$ cat config.mk
export PLATFORM = sky130hd
export DESIGN_NAME = ann_sample_sequencer_flat
export DESIGN_NICKNAME = d
export VERILOG_FILES = /design/src/rtl/ann_sample_sequencer_pkg.sv /design/src/rtl/ann_sample_sequencer_if.sv /design/src/rtl/ann_sample_sequencer_sample_buffer.sv /design/src/rtl/ann_sample_sequencer.sv /design/src/flat_wrapper.sv
export SDC_FILE = /design/constraint.sdc
export NUM_CORES = 2
export LEC_CHECK = 0
export CAP_MARGIN = 20
export CORE_MARGIN = 2
export CORE_UTILIZATION = 50
export CTS_CLUSTER_SIZE = 30
export DETAILED_ROUTE_END_ITERATION = 6
export GPL_ROUTABILITY_DRIVEN = 1
export PLACE_DENSITY = 0.73
export SLEW_MARGIN = 20
export SYNTH_ARGS = -nofsm -noshare
export SYNTH_HDL_FRONTEND = slang
export SYNTH_SLANG_ARGS = --single-unit
$ cat constraint.sdc
create_clock -name CLK -period 31.9 [get_ports CLK]
set_input_delay 7.975 -clock CLK [delete_from_list [all_inputs] [get_ports CLK]]
set_output_delay 7.975 -clock CLK [all_outputs]
set_load 0.1 [all_outputs]
$ cat src/rtl/ann_sample_sequencer_pkg.sv
// Shared types and default dimensions for the ANN sample sequencer.
// Holds the FSM state enum and the packed vector types used on the network side.
package ann_seq_pkg;

  localparam int ANN_N_IN    = 4;
  localparam int ANN_N_OUT   = 2;
  localparam int ANN_DW      = 16;
  localparam int ANN_DEPTH   = 16;
  localparam int ANN_TIMEOUT = 4096;

  typedef logic [ANN_N_IN*ANN_DW-1:0]  in_vec_t;
  typedef logic [ANN_N_OUT*ANN_DW-1:0] out_vec_t;

  typedef enum logic [2:0] {
    IDLE    = 3'd0,
    PRESENT = 3'd1,
    LAUNCH  = 3'd2,
    WAIT    = 3'd3,
    NEXT    = 3'd4,
    FINISH  = 3'd5
  } state_t;

  // A programmed epoch count of zero still runs the set once.
  function automatic logic [7:0] eff_epochs(input logic [7:0] n);
    return (n == 8'd0) ? 8'd1 : n;
  endfunction

endpackage

$ cat src/rtl/ann_sample_sequencer_if.sv
// Bundle of load, control, network and result signals for the sample sequencer.
// The slave modport is the sequencer side; master is the surrounding system.
interface ann_sample_sequencer_if
  import ann_seq_pkg::*;
#(
  parameter int N_IN  = ANN_N_IN,
  parameter int N_OUT = ANN_N_OUT,
  parameter int DW    = ANN_DW,
  parameter int DEPTH = ANN_DEPTH
) ();

  localparam int IW = $clog2(DEPTH);

  // Load handshake: a sample transfers on any rising edge where ld_valid and
  // ld_ready are both high; ld_ready never depends on ld_valid.
  logic                  ld_valid;
  logic                  ld_ready;
  logic [N_IN*DW-1:0]    ld_input;
  logic [N_OUT*DW-1:0]   ld_desired;
  logic                  clear;
  logic                  start;
  logic                  train_mode;
  logic [7:0]            num_epochs;
  logic [N_IN*DW-1:0]    ann_input;
  logic [N_OUT*DW-1:0]   ann_desired;
  logic                  ann_train;
  logic                  ann_done;
  logic                  ann_valid;
  logic [N_OUT*DW-1:0]   ann_test_output;
  logic                  res_valid;
  logic [N_OUT*DW-1:0]   res_data;
  logic [IW-1:0]         res_index;
  logic                  busy;
  logic                  run_done;
  logic                  timeout_err;
  logic [IW:0]           count;
  state_t                dbg_state;

  modport slave (
    input  ld_valid, ld_input, ld_desired, clear, start, train_mode, num_epochs,
    input  ann_valid, ann_test_output,
    output ld_ready, ann_input, ann_desired, ann_train, ann_done,
    output res_valid, res_data, res_index, busy, run_done, timeout_err, count,
    output dbg_state
  );

  modport master (
    output ld_valid, ld_input, ld_desired, clear, start, train_mode, num_epochs,
    output ann_valid, ann_test_output,
    input  ld_ready, ann_input, ann_desired, ann_train, ann_done,
    input  res_valid, res_data, res_index, busy, run_done, timeout_err, count,
    input  dbg_state
  );

endinterface

$ cat src/rtl/ann_sample_sequencer_sample_buffer.sv
// Sample storage: one write port, one registered read port.
// The read register is cleared by reset so the network sees zeros before the first run.
module sample_buffer #(
  parameter int DEPTH = 16,
  parameter int WIDTH = 96,
  localparam int AW   = $clog2(DEPTH)
) (
  input  logic             CLK,
  input  logic             RST,
  input  logic             we,
  input  logic [AW-1:0]    waddr,
  input  logic [WIDTH-1:0] wdata,
  input  logic             re,
  input  logic [AW-1:0]    raddr,
  output logic [WIDTH-1:0] rdata
);

  logic [WIDTH-1:0] mem_q [DEPTH];
  logic [WIDTH-1:0] rdata_q;
  logic [WIDTH-1:0] rdata_d;

  always_comb begin
    rdata_d = rdata_q;
    if (re) rdata_d = mem_q[raddr];
  end

  always_ff @(posedge CLK) begin
    if (we) mem_q[waddr] <= wdata;
  end

  always_ff @(posedge CLK) begin
    if (!RST) rdata_q <= '0;
    else      rdata_q <= rdata_d;
  end

  assign rdata = rdata_q;

endmodule

$ cat src/rtl/ann_sample_sequencer.sv
// Replays a buffered set of training samples to the ANN for a number of epochs,
// launching one network pass per sample and streaming inference results out.
module ann_sample_sequencer
  import ann_seq_pkg::*;
#(
  parameter int N_IN    = ANN_N_IN,
  parameter int N_OUT   = ANN_N_OUT,
  parameter int DW      = ANN_DW,
  parameter int DEPTH   = ANN_DEPTH,
  parameter int TIMEOUT = ANN_TIMEOUT
) (
  input  logic                  CLK,
  input  logic                  RST,
  ann_sample_sequencer_if.slave bus
);

  localparam int IW  = $clog2(DEPTH);
  localparam int CW  = IW + 1;
  localparam int TW  = $clog2(TIMEOUT);
  localparam int IVW = N_IN * DW;
  localparam int OVW = N_OUT * DW;
  localparam int WW  = IVW + OVW;

  state_t          state_q, state_d;
  logic [CW-1:0]   count_q, count_d;
  logic [IW-1:0]   idx_q, idx_d;
  logic [7:0]      epoch_q, epoch_d;
  logic [7:0]      epochs_q, epochs_d;
  logic            mode_q, mode_d;
  logic [TW-1:0]   tmo_q, tmo_d;
  logic            terr_q, terr_d;
  logic            res_valid_q, res_valid_d;
  logic [OVW-1:0]  res_data_q, res_data_d;
  logic [IW-1:0]   res_index_q, res_index_d;
  logic            empty_done_q, empty_done_d;

  logic            ld_ready;
  logic            buf_we;
  logic            buf_re;
  logic [WW-1:0]   buf_rdata;

  assign ld_ready = (state_q == IDLE) && (count_q < CW'(DEPTH));

  always_comb begin
    state_d      = state_q;
    count_d      = count_q;
    idx_d        = idx_q;
    epoch_d      = epoch_q;
    epochs_d     = epochs_q;
    mode_d       = mode_q;
    tmo_d        = tmo_q;
    terr_d       = terr_q;
    res_valid_d  = 1'b0;
    res_data_d   = res_data_q;
    res_index_d  = res_index_q;
    empty_done_d = 1'b0;
    buf_we       = 1'b0;

    case (state_q)
      IDLE: begin
        if (bus.clear) begin
          count_d = '0;
        end else if (bus.ld_valid && ld_ready) begin
          buf_we  = 1'b1;
          count_d = count_q + 1'b1;
        end
        // A same-cycle clear empties the set, so it also suppresses start.
        if (bus.start && !bus.clear) begin
          if (count_q == '0) begin
            empty_done_d = 1'b1;
          end else begin
            mode_d   = bus.train_mode;
            epochs_d = eff_epochs(bus.num_epochs);
            idx_d    = '0;
            epoch_d  = '0;
            terr_d   = 1'b0;
            state_d  = PRESENT;
          end
        end
      end
      PRESENT: state_d = LAUNCH;
      LAUNCH: begin
        tmo_d   = '0;
        state_d = WAIT;
      end
      WAIT: begin
        if (bus.ann_valid) begin
          if (!mode_q) begin
            res_valid_d = 1'b1;
            res_data_d  = bus.ann_test_output;
            res_index_d = idx_q;
          end
          state_d = NEXT;
        end else if (tmo_q == TW'(TIMEOUT - 1)) begin
          terr_d  = 1'b1;
          state_d = FINISH;
        end else begin
          tmo_d = tmo_q + 1'b1;
        end
      end
      NEXT: begin
        if (idx_q == IW'(count_q - 1'b1)) begin
          idx_d = '0;
          if ((epoch_q + 8'd1) == epochs_q) begin
            state_d = FINISH;
          end else begin
            epoch_d = epoch_q + 8'd1;
            state_d = PRESENT;
          end
        end else begin
          idx_d   = idx_q + 1'b1;
          state_d = PRESENT;
        end
      end
      FINISH:  state_d = IDLE;
      default: state_d = IDLE;
    endcase

    // Read one edge early so the sample is on ann_input during PRESENT.
    buf_re = (state_d == PRESENT);
  end

  always_ff @(posedge CLK) begin
    if (!RST) begin
      state_q      <= IDLE;
      count_q      <= '0;
      idx_q        <= '0;
      epoch_q      <= '0;
      epochs_q     <= 8'd1;
      mode_q       <= 1'b0;
      tmo_q        <= '0;
      terr_q       <= 1'b0;
      res_valid_q  <= 1'b0;
      res_data_q   <= '0;
      res_index_q  <= '0;
      empty_done_q <= 1'b0;
    end else begin
      state_q      <= state_d;
      count_q      <= count_d;
      idx_q        <= idx_d;
      epoch_q      <= epoch_d;
      epochs_q     <= epochs_d;
      mode_q       <= mode_d;
      tmo_q        <= tmo_d;
      terr_q       <= terr_d;
      res_valid_q  <= res_valid_d;
      res_data_q   <= res_data_d;
      res_index_q  <= res_index_d;
      empty_done_q <= empty_done_d;
    end
  end

  sample_buffer #(
    .DEPTH (DEPTH),
    .WIDTH (WW)
  ) u_buf (
    .CLK   (CLK),
    .RST   (RST),
    .we    (buf_we),
    .waddr (count_q[IW-1:0]),
    .wdata ({bus.ld_input, bus.ld_desired}),
    .re    (buf_re),
    .raddr (idx_d),
    .rdata (buf_rdata)
  );

  assign bus.ld_ready    = ld_ready;
  assign bus.busy        = (state_q != IDLE);
  assign bus.ann_input   = buf_rdata[WW-1 -: IVW];
  assign bus.ann_desired = buf_rdata[OVW-1:0];
  assign bus.ann_done    = (state_q == LAUNCH);
  assign bus.ann_train   = mode_q && (state_q inside {PRESENT, LAUNCH, WAIT, NEXT});
  assign bus.res_valid   = res_valid_q;
  assign bus.res_data    = res_data_q;
  assign bus.res_index   = res_index_q;
  assign bus.run_done    = empty_done_q || (state_q == FINISH);
  assign bus.timeout_err = terr_q;
  assign bus.count       = count_q;
  assign bus.dbg_state   = state_q;

endmodule

$ cat src/flat_wrapper.sv
// flat-port wrapper written by rule: the top's interface ports become plain ports
module ann_sample_sequencer_flat import ann_seq_pkg::*;
#(
  parameter int N_IN    = ANN_N_IN,
  parameter int N_OUT   = ANN_N_OUT,
  parameter int DW      = ANN_DW,
  parameter int DEPTH   = ANN_DEPTH,
  parameter int TIMEOUT = ANN_TIMEOUT
)
  (CLK, RST, bus_ld_valid, bus_ld_input, bus_ld_desired, bus_clear, bus_start, bus_train_mode, bus_num_epochs, bus_ann_valid, bus_ann_test_output, bus_ld_ready, bus_ann_input, bus_ann_desired, bus_ann_train, bus_ann_done, bus_res_valid, bus_res_data, bus_res_index, bus_busy, bus_run_done, bus_timeout_err, bus_count, bus_dbg_state);
  ann_sample_sequencer_if #(.N_IN(N_IN), .N_OUT(N_OUT), .DW(DW), .DEPTH(DEPTH)) bus_i ();
  input  logic CLK;
  input  logic RST;
  input wire logic [$bits(bus_i.ld_valid)-1:0] bus_ld_valid;
  input wire logic [$bits(bus_i.ld_input)-1:0] bus_ld_input;
  input wire logic [$bits(bus_i.ld_desired)-1:0] bus_ld_desired;
  input wire logic [$bits(bus_i.clear)-1:0] bus_clear;
  input wire logic [$bits(bus_i.start)-1:0] bus_start;
  input wire logic [$bits(bus_i.train_mode)-1:0] bus_train_mode;
  input wire logic [$bits(bus_i.num_epochs)-1:0] bus_num_epochs;
  input wire logic [$bits(bus_i.ann_valid)-1:0] bus_ann_valid;
  input wire logic [$bits(bus_i.ann_test_output)-1:0] bus_ann_test_output;
  output wire logic [$bits(bus_i.ld_ready)-1:0] bus_ld_ready;
  output wire logic [$bits(bus_i.ann_input)-1:0] bus_ann_input;
  output wire logic [$bits(bus_i.ann_desired)-1:0] bus_ann_desired;
  output wire logic [$bits(bus_i.ann_train)-1:0] bus_ann_train;
  output wire logic [$bits(bus_i.ann_done)-1:0] bus_ann_done;
  output wire logic [$bits(bus_i.res_valid)-1:0] bus_res_valid;
  output wire logic [$bits(bus_i.res_data)-1:0] bus_res_data;
  output wire logic [$bits(bus_i.res_index)-1:0] bus_res_index;
  output wire logic [$bits(bus_i.busy)-1:0] bus_busy;
  output wire logic [$bits(bus_i.run_done)-1:0] bus_run_done;
  output wire logic [$bits(bus_i.timeout_err)-1:0] bus_timeout_err;
  output wire logic [$bits(bus_i.count)-1:0] bus_count;
  output wire logic [$bits(bus_i.dbg_state)-1:0] bus_dbg_state;
  assign bus_i.ld_valid = bus_ld_valid;
  assign bus_i.ld_input = bus_ld_input;
  assign bus_i.ld_desired = bus_ld_desired;
  assign bus_i.clear = bus_clear;
  assign bus_i.start = bus_start;
  assign bus_i.train_mode = bus_train_mode;
  assign bus_i.num_epochs = bus_num_epochs;
  assign bus_i.ann_valid = bus_ann_valid;
  assign bus_i.ann_test_output = bus_ann_test_output;
  assign bus_ld_ready = bus_i.ld_ready;
  assign bus_ann_input = bus_i.ann_input;
  assign bus_ann_desired = bus_i.ann_desired;
  assign bus_ann_train = bus_i.ann_train;
  assign bus_ann_done = bus_i.ann_done;
  assign bus_res_valid = bus_i.res_valid;
  assign bus_res_data = bus_i.res_data;
  assign bus_res_index = bus_i.res_index;
  assign bus_busy = bus_i.busy;
  assign bus_run_done = bus_i.run_done;
  assign bus_timeout_err = bus_i.timeout_err;
  assign bus_count = bus_i.count;
  assign bus_dbg_state = bus_i.dbg_state;
  ann_sample_sequencer #(.N_IN(N_IN), .N_OUT(N_OUT), .DW(DW), .DEPTH(DEPTH), .TIMEOUT(TIMEOUT)) u_core (.CLK(CLK), .RST(RST), .bus(bus_i));
endmodule
-- Word level (Yosys, flattened, before mapping)
Memories as Yosys holds them, arrays and structs flattened. A register that Yosys moved wholly into a read port is not among the register bits.
Index checks and enable logic that the tools add are counted.
- register bits: 80
- RAM bits: 1536
- input bits: 143
- output and inout port bits: 147
- memories kept: 1
- memory list (name ; words ; width ; rd ports ; clocked after Yosys merged registers in ; wr ports ; line ; text):
    u_core.u_buf.mem_q ; 16 ; 96 ; 1 ; 1 ; 1 ; ann_sample_sequencer_sample_buffer.sv:18 ; logic [WIDTH-1:0] mem_q [DEPTH];
- add/subtract/negate cells: 5
- $lt $le $gt $ge: 1
- equality and inequality tests: 16
- muxes and demuxes: 34
- bitwise gates (word level): 2
- reductions and logical operators: 24
- operators with widths (kind ; count):
    8-bit 2-to-1 mux ; 5
    12-bit 2-to-1 mux ; 2
    12-bit case mux with 2 select lines ; 1
    3-bit 2-to-1 mux ; 6
    8-bit case mux with 2 select lines ; 1
    3-bit case mux with 5 select lines ; 1
    3-bit AND reduction ; 5
    12-bit by 1-bit adder with 12-bit output, second input constant ; 1
    12-bit equality test, second input constant ; 1
    4-bit 2-to-1 mux ; 3
    1-bit 2-to-1 mux ; 11
    5-bit 2-to-1 mux ; 2
    2-bit != test, second input constant ; 5
    5-bit AND reduction ; 2
    8-bit by 1-bit adder with 8-bit output, second input constant ; 1
    8-bit equality test ; 1
    8-bit zero test ; 1
    4-bit case mux with 2 select lines ; 1
    2-bit nonzero test ; 4
    3-bit by 1-bit equality test with 1-bit output, second input constant ; 2
    3-bit by 2-bit equality test with 1-bit output, second input constant ; 2
    3-bit equality test, second input constant ; 2
    5-bit by 1-bit adder with 5-bit output, second input constant ; 1
    5-bit zero test ; 1
    14 further kinds ; 20

-- Longest topological paths before layout
- depth in word-level cells: 8
- mapped depth: 15
- mapped depth without buffers: 10

-- By module
From an unflattened synthesis, not the netlist that was laid out.
- cell total of the unflattened synthesis: 4034
- area, all modules: 65999.5 um^2
- modules (own cells, without submodules) (module ; instances ; cells each ; area each (um^2) ; seq. area each (um^2)):
    sample_buffer ; 1 ; 3591 ; 62351.0 ; 48046.1
    ann_sample_sequencer ; 1 ; 443 ; 3648.5 ; 1601.5

-- Worst setup path after synthesis
No wires, ideal clock.
- kind: input-to-reg
- start point: input port bus_clear
- end point: memory u_core.u_buf.mem_q[3][0], enable pin
- setup time: 0.668 ns
- data arrival time: 14.977 ns
- data required time: 31.232 ns
- slack: 16.255 ns
- stages on the path: 5
- path buffers: 1
- cells stage by stage: inv_1 -> and3_1 -> clkbuf_1 -> nand2_1 -> nor3_1
- cells in the longest elaborated chain, start to end: 4
- ends and longest elaborated chain (element ; line ; text):
    start: declaration ; flat_wrapper.sv:17 ; input wire logic [$bits(bus_i.clear)-1:0] bus_clear;
    1-bit 2-to-1 mux ; ann_sample_sequencer.sv:61 ; if (bus.clear) begin
    1-bit 2-to-1 mux ; ann_sample_sequencer.sv:59 ; case (state_q)
    1-bit 2-to-1 mux ; ann_sample_sequencer_sample_buffer.sv:28 ; if (we) mem_q[waddr] <= wdata;
    1-bit 2-to-1 mux (not written as such) ; ann_sample_sequencer_sample_buffer.sv:28 ;
    end: declaration ; ann_sample_sequencer_sample_buffer.sv:18 ;
No other way between the ends.

-- Worst setup path after layout
- start point: input port bus_clear
- end point: register u_core.u_buf.rdata_q[23], in the netlist u_core.u_buf.rdata[23] (read register of u_core.u_buf.mem_q)
- cells in the longest elaborated chain, start to end: 5
- elaborated cells on any way between the ends: 7
- those cells by class: 1 x eq/ne; 4 x mux; 2 x reduce/logical
- ends and longest elaborated chain (element ; line ; text):
    1-bit zero test * ; ann_sample_sequencer.sv:68 ; if (bus.start && !bus.clear) begin
    1-bit logical AND * ; ann_sample_sequencer.sv:68 ;
    3-bit 2-to-1 mux ; ann_sample_sequencer.sv:68 ;
    3-bit case mux with 5 select lines ; ann_sample_sequencer.sv:59 ;
    3-bit by 1-bit equality test with 1-bit output ; ann_sample_sequencer.sv:120 ; buf_re = (state_d == PRESENT);
    end: declaration ; ann_sample_sequencer_sample_buffer.sv:19 ; logic [WIDTH-1:0] rdata_q;
Mark *: on every way between the ends. The rest lies on a longest branch, timed or not.
A chain may end at the register's enable or synchronous reset.

==> results summary <==
The flow ran to the end, and the final reports show no timing, DRC or antenna violations. Of the cells placed in the final design, the portion with a size suffix greater than 1 is ~7.1%. Once detailed placement completed, the half-perimeter wirelength came to about 80000 um. No sink is reached through more buffers than the 3 on the longest clock path. Once detail routing completed, the nets flagged for antenna violations numbered 0.

The via count of the first global-routing pass is approximately 40000. Across all register-to-register paths, the minimum setup slack is ~26 ns. The shortest period the worst path allows came out at approximately 13 ns. The final-report max-slew violation count is 0. The synthesized design contains 1712 register bits. The wire length on met3 came out at 16800 um. For this design the ratio of total power to cell area is between 60 and 70 nW/um^2. The commonest register cell after synthesis is edfxtp_1. By area the synthesized netlist is led by edfxtp_1 (70%), nand2_1 (5.4%), dfxtp_1 (5.4%), a21oi_1 (3.8%), mux2i_1 (3.4%).

Setup repair after global routing left no endpoint under its margin. The total routing resource utilization after global routing came out at roughly 25%. The path class of the lowest-slack min-delay path is reg -> reg. The number of antenna violations at the first check in global routing is 23.

The starting utilization of the core area is ~50%. TritonCTS built the clock tree. Of all nets on the critical path, the largest fanout is between 150 and 200. After synthesis, the share of flip-flops with an asynchronous set or reset is 0%. The count of H-tree levels built during CTS is 4. The hold path startpoint is u_core.bus.res_data[7].

The signal arrival time at the worst endpoint is ~13 ns. The pin count of the biggest net entering global routing is 165. Dividing the detail-routed wire length by the instance count gives 25.0 um. The count of warnings emitted by yosys is 0.

The worst path uses ~40% of the clock period. The actual slew at the worst max-slew pin came out at roughly 1.2 ns. The post-CTS setup-driven buffer insertion count came out at 0. In this run the worst setup path begins at bus_clear. The die covers 134000 sq um. The number of endpoints failing setup at the final stage came out at 0. From bottom edge to top edge, the die measures roughly 370 um. The share of Yosys cell area claimed by the top area cell type is 70.3%. The critical path data required time is between 30 and 40 ns. Summed over all instances, the cell type with the most area after synthesis is edfxtp_1. Buffers inserted during clock tree synthesis total between 150 and 200. The cell sitting at the root of the clock tree is a clkbuf_16.

The leftover overflow at the end of global routing is 0. The latest clock arrival within the worst-skew pair is around 0.8 ns. The synthesized netlist occupies a cell area of 65600 sq um. Across the routed clock network, the largest skew measured is 0.0334 ns.

The number of clock sinks seen by CTS is around 1700. The first-pass detailed-route iteration total came out at 6. The top cell types in the final layout, fill and taps aside, are edfxtp_1 (1536), nand2_1 (940), a21oi_1 (502). The setup total negative slack is 0 ns.

The signal on the critical path passes through clkdlybuf4s50_1 -> nor4b_4 -> a211oi_2 -> o22ai_4 -> buf_12 -> buf_4 -> buf_4 -> mux2i_1 -> a22oi_1 -> a2111oi_0 -> a21oi_1. The top-level I/O count came out at 290. The hold buffer count at cts is 0. The most common cell type on the critical path is buf_4. The worst stage delay on the critical path came out at 0.86 ns. The highest layer touched by signal routing is met5.

The synthesized area per cell came out at roughly 14 sq um. The global placement routability congestion came out at roughly 0.80. The maximum resistive drop on vdd is ~0.046 mV. The DRC violations left is 0.

For this run, the share of the core covered by cells in the final layout is 58.1%. The wire length of the first global-routing pass is roughly 250000 um. In the routed layout, each cell is associated on average with a via count of 6.03. The number of unique standard cell types used by synthesis is a little under 70. The slowest library cell on the worst path is buf_4. The final hold violation count is 0. The die is ~370 um wide. The wire length the detailed router placed on met1 came out at a little under 70000 um. Wires add up to 168000 um. The leakage power is between 20 and 30 nW. The area added between synthesis and finish is 15.0%.

The total nets after synthesis came out at around 4800. After clock tree synthesis, the clock-pin slew on the worst setup and hold paths is roughly 0.06 ns. The nature of the critical path endpoint is a register. The via count of the routed design is just over 40000. The floorplan core area is approximately 130000 sq um. The number of synthesized flops with an enable pin is 1536.

The gate count after technology mapping came out at approximately 4600. The floorplan row count is 132. The final net count came out at ~5000.

The max-slew headroom at the worst pin is roughly a fifth. The kind of launch point of the worst setup path is an input port. The share of synthesized area occupied by flip-flops and latches came out at between 70% and 80%. By startpoint and endpoint, the worst setup path is classified as in -> reg. The startpoint identified for the worst register-to-register timing path is u_core.bus.count[0]. The routed length on met2 is 78700 um. The number of gates resized after CTS is 0.

Across the run, the number of max-cap violations was 0. The number of DRC violations after detailed-routing iteration 0 is slightly below 5000. The library cell used most frequently in the layout, excluding fill and tap cells, is edfxtp_1.

The highest achievable clock rate is 78.1 MHz. The number of port buffers is roughly 290.
## flip-flops by register name, indices dropped and copies added (netlist names)
register                cells
u_core.u_buf.mem_q       1536
u_core.u_buf.rdata         96
u_core.bus.res_data        32
u_core.tmo_q               12
u_core.epoch_q              8
u_core.epochs_q             8
u_core.bus.count            5
u_core.bus.res_index        4
u_core.idx_q                4
u_core.bus.dbg_state        3
u_core.bus.res_valid        1
u_core.bus.timeout_err      1
u_core.empty_done_q         1
u_core.mode_q               1
## per-layer routing
layer / up-vias / track usage (%)
met1: 20200 / 33.5
met5: - / 0
met4: 26 / 7.38
li1: 17900 / -
met2: 2093 / 39.1
met3: 299 / 6.07
## cells by family (layout without fill, tap and decap cells)
| group | Yosys count | in the layout | share of synthesized area (%) |
|---|---|---|---|
| flops | 1712 | 1712 | 75.6 |
| simple gates | 1275 | 1275 | 8.17 |
| compound gates | 1049 | 1049 | 9.89 |
| buf+inv | 321 | 672 | 2.31 |
| mux | 223 | 223 | 3.40 |
| xor+xnor | 30 | 30 | 0.433 |
| fa+ha+maj | 8 | 8 | 0.153 |
| other cells | 0 | 10 | 0 |
## final cells by class
class	count	area [sq um]
inverter	10	37.5
multi-input combinational	2585	14700
clock inverter	69	687
fill	9786	54300
tap	1742	2180
sequential	1712	49600
timing repair buffer	352	3480
clock buffer	241	4740
antenna	10	25.0
## final timing paths
| check | endpoint | depth (start not counted) |
|---|---|---|
| worst max-delay path | u_core.u_buf.rdata[23] | 11 |
| worst min-delay path | u_core.bus.res_data[7] | 2 |
| worst max register to register | u_core.u_buf.rdata[23] | 12 |
| worst min register to register | u_core.bus.res_data[7] | 2 |
## per-stage QoR
step	hold WS, ns	std cells	total power, W	instance area, sq um	setup slack (ns)
floorplan	0.467	4618	0.00260	65600	16.25
global placement	0.453	6401	0.00267	70000	18.41
detailed placement	0.460	6401	0.00268	70000	18.31
CTS	0.469	6711	0.00459	75500	19.17
global route	0.488	6717	0.00469	75500	18.71
finish	0.464	6721	0.00457	75500	19.10
## cell usage after synthesis, types with 15 or more instances
master,n
nor2_1,42
buf_2,134
o22ai_1,69
a2111oi_0,45
a22oi_1,19
a311oi_1,33
nand2_1,944
a22o_1,17
buf_6,15
o21ai_0,125
xor2_1,17
a31oi_1,46
edfxtp_1,1536
clkbuf_1,143
nand3_1,163
nor4_1,20
and3_1,33
a221oi_1,95
a221o_1,28
mux2i_1,223
a21boi_0,41
a21oi_1,503
dfxtp_1,176
## where the power goes
group,switching [W],total (W),internal [W],leakage [nW]
Combinational,0.000115,0.000158,0.0000431,8.54
Sequential,0.0000103,0.00247,0.00246,15.3
Clock,0.000818,0.00194,0.00112,2.65
Total,0.000943,0.00457,0.00363,26.4
## critical path: cells and delay by family
family	cells	cell delay [ns]
AOI/OAI and AO/OA	5	1.66
buffers and inverters	4	2.81
muxes	1	0.29
and+or+nand+nor	1	0.38
Note: power is estimated with default switching activity, not from simulation.
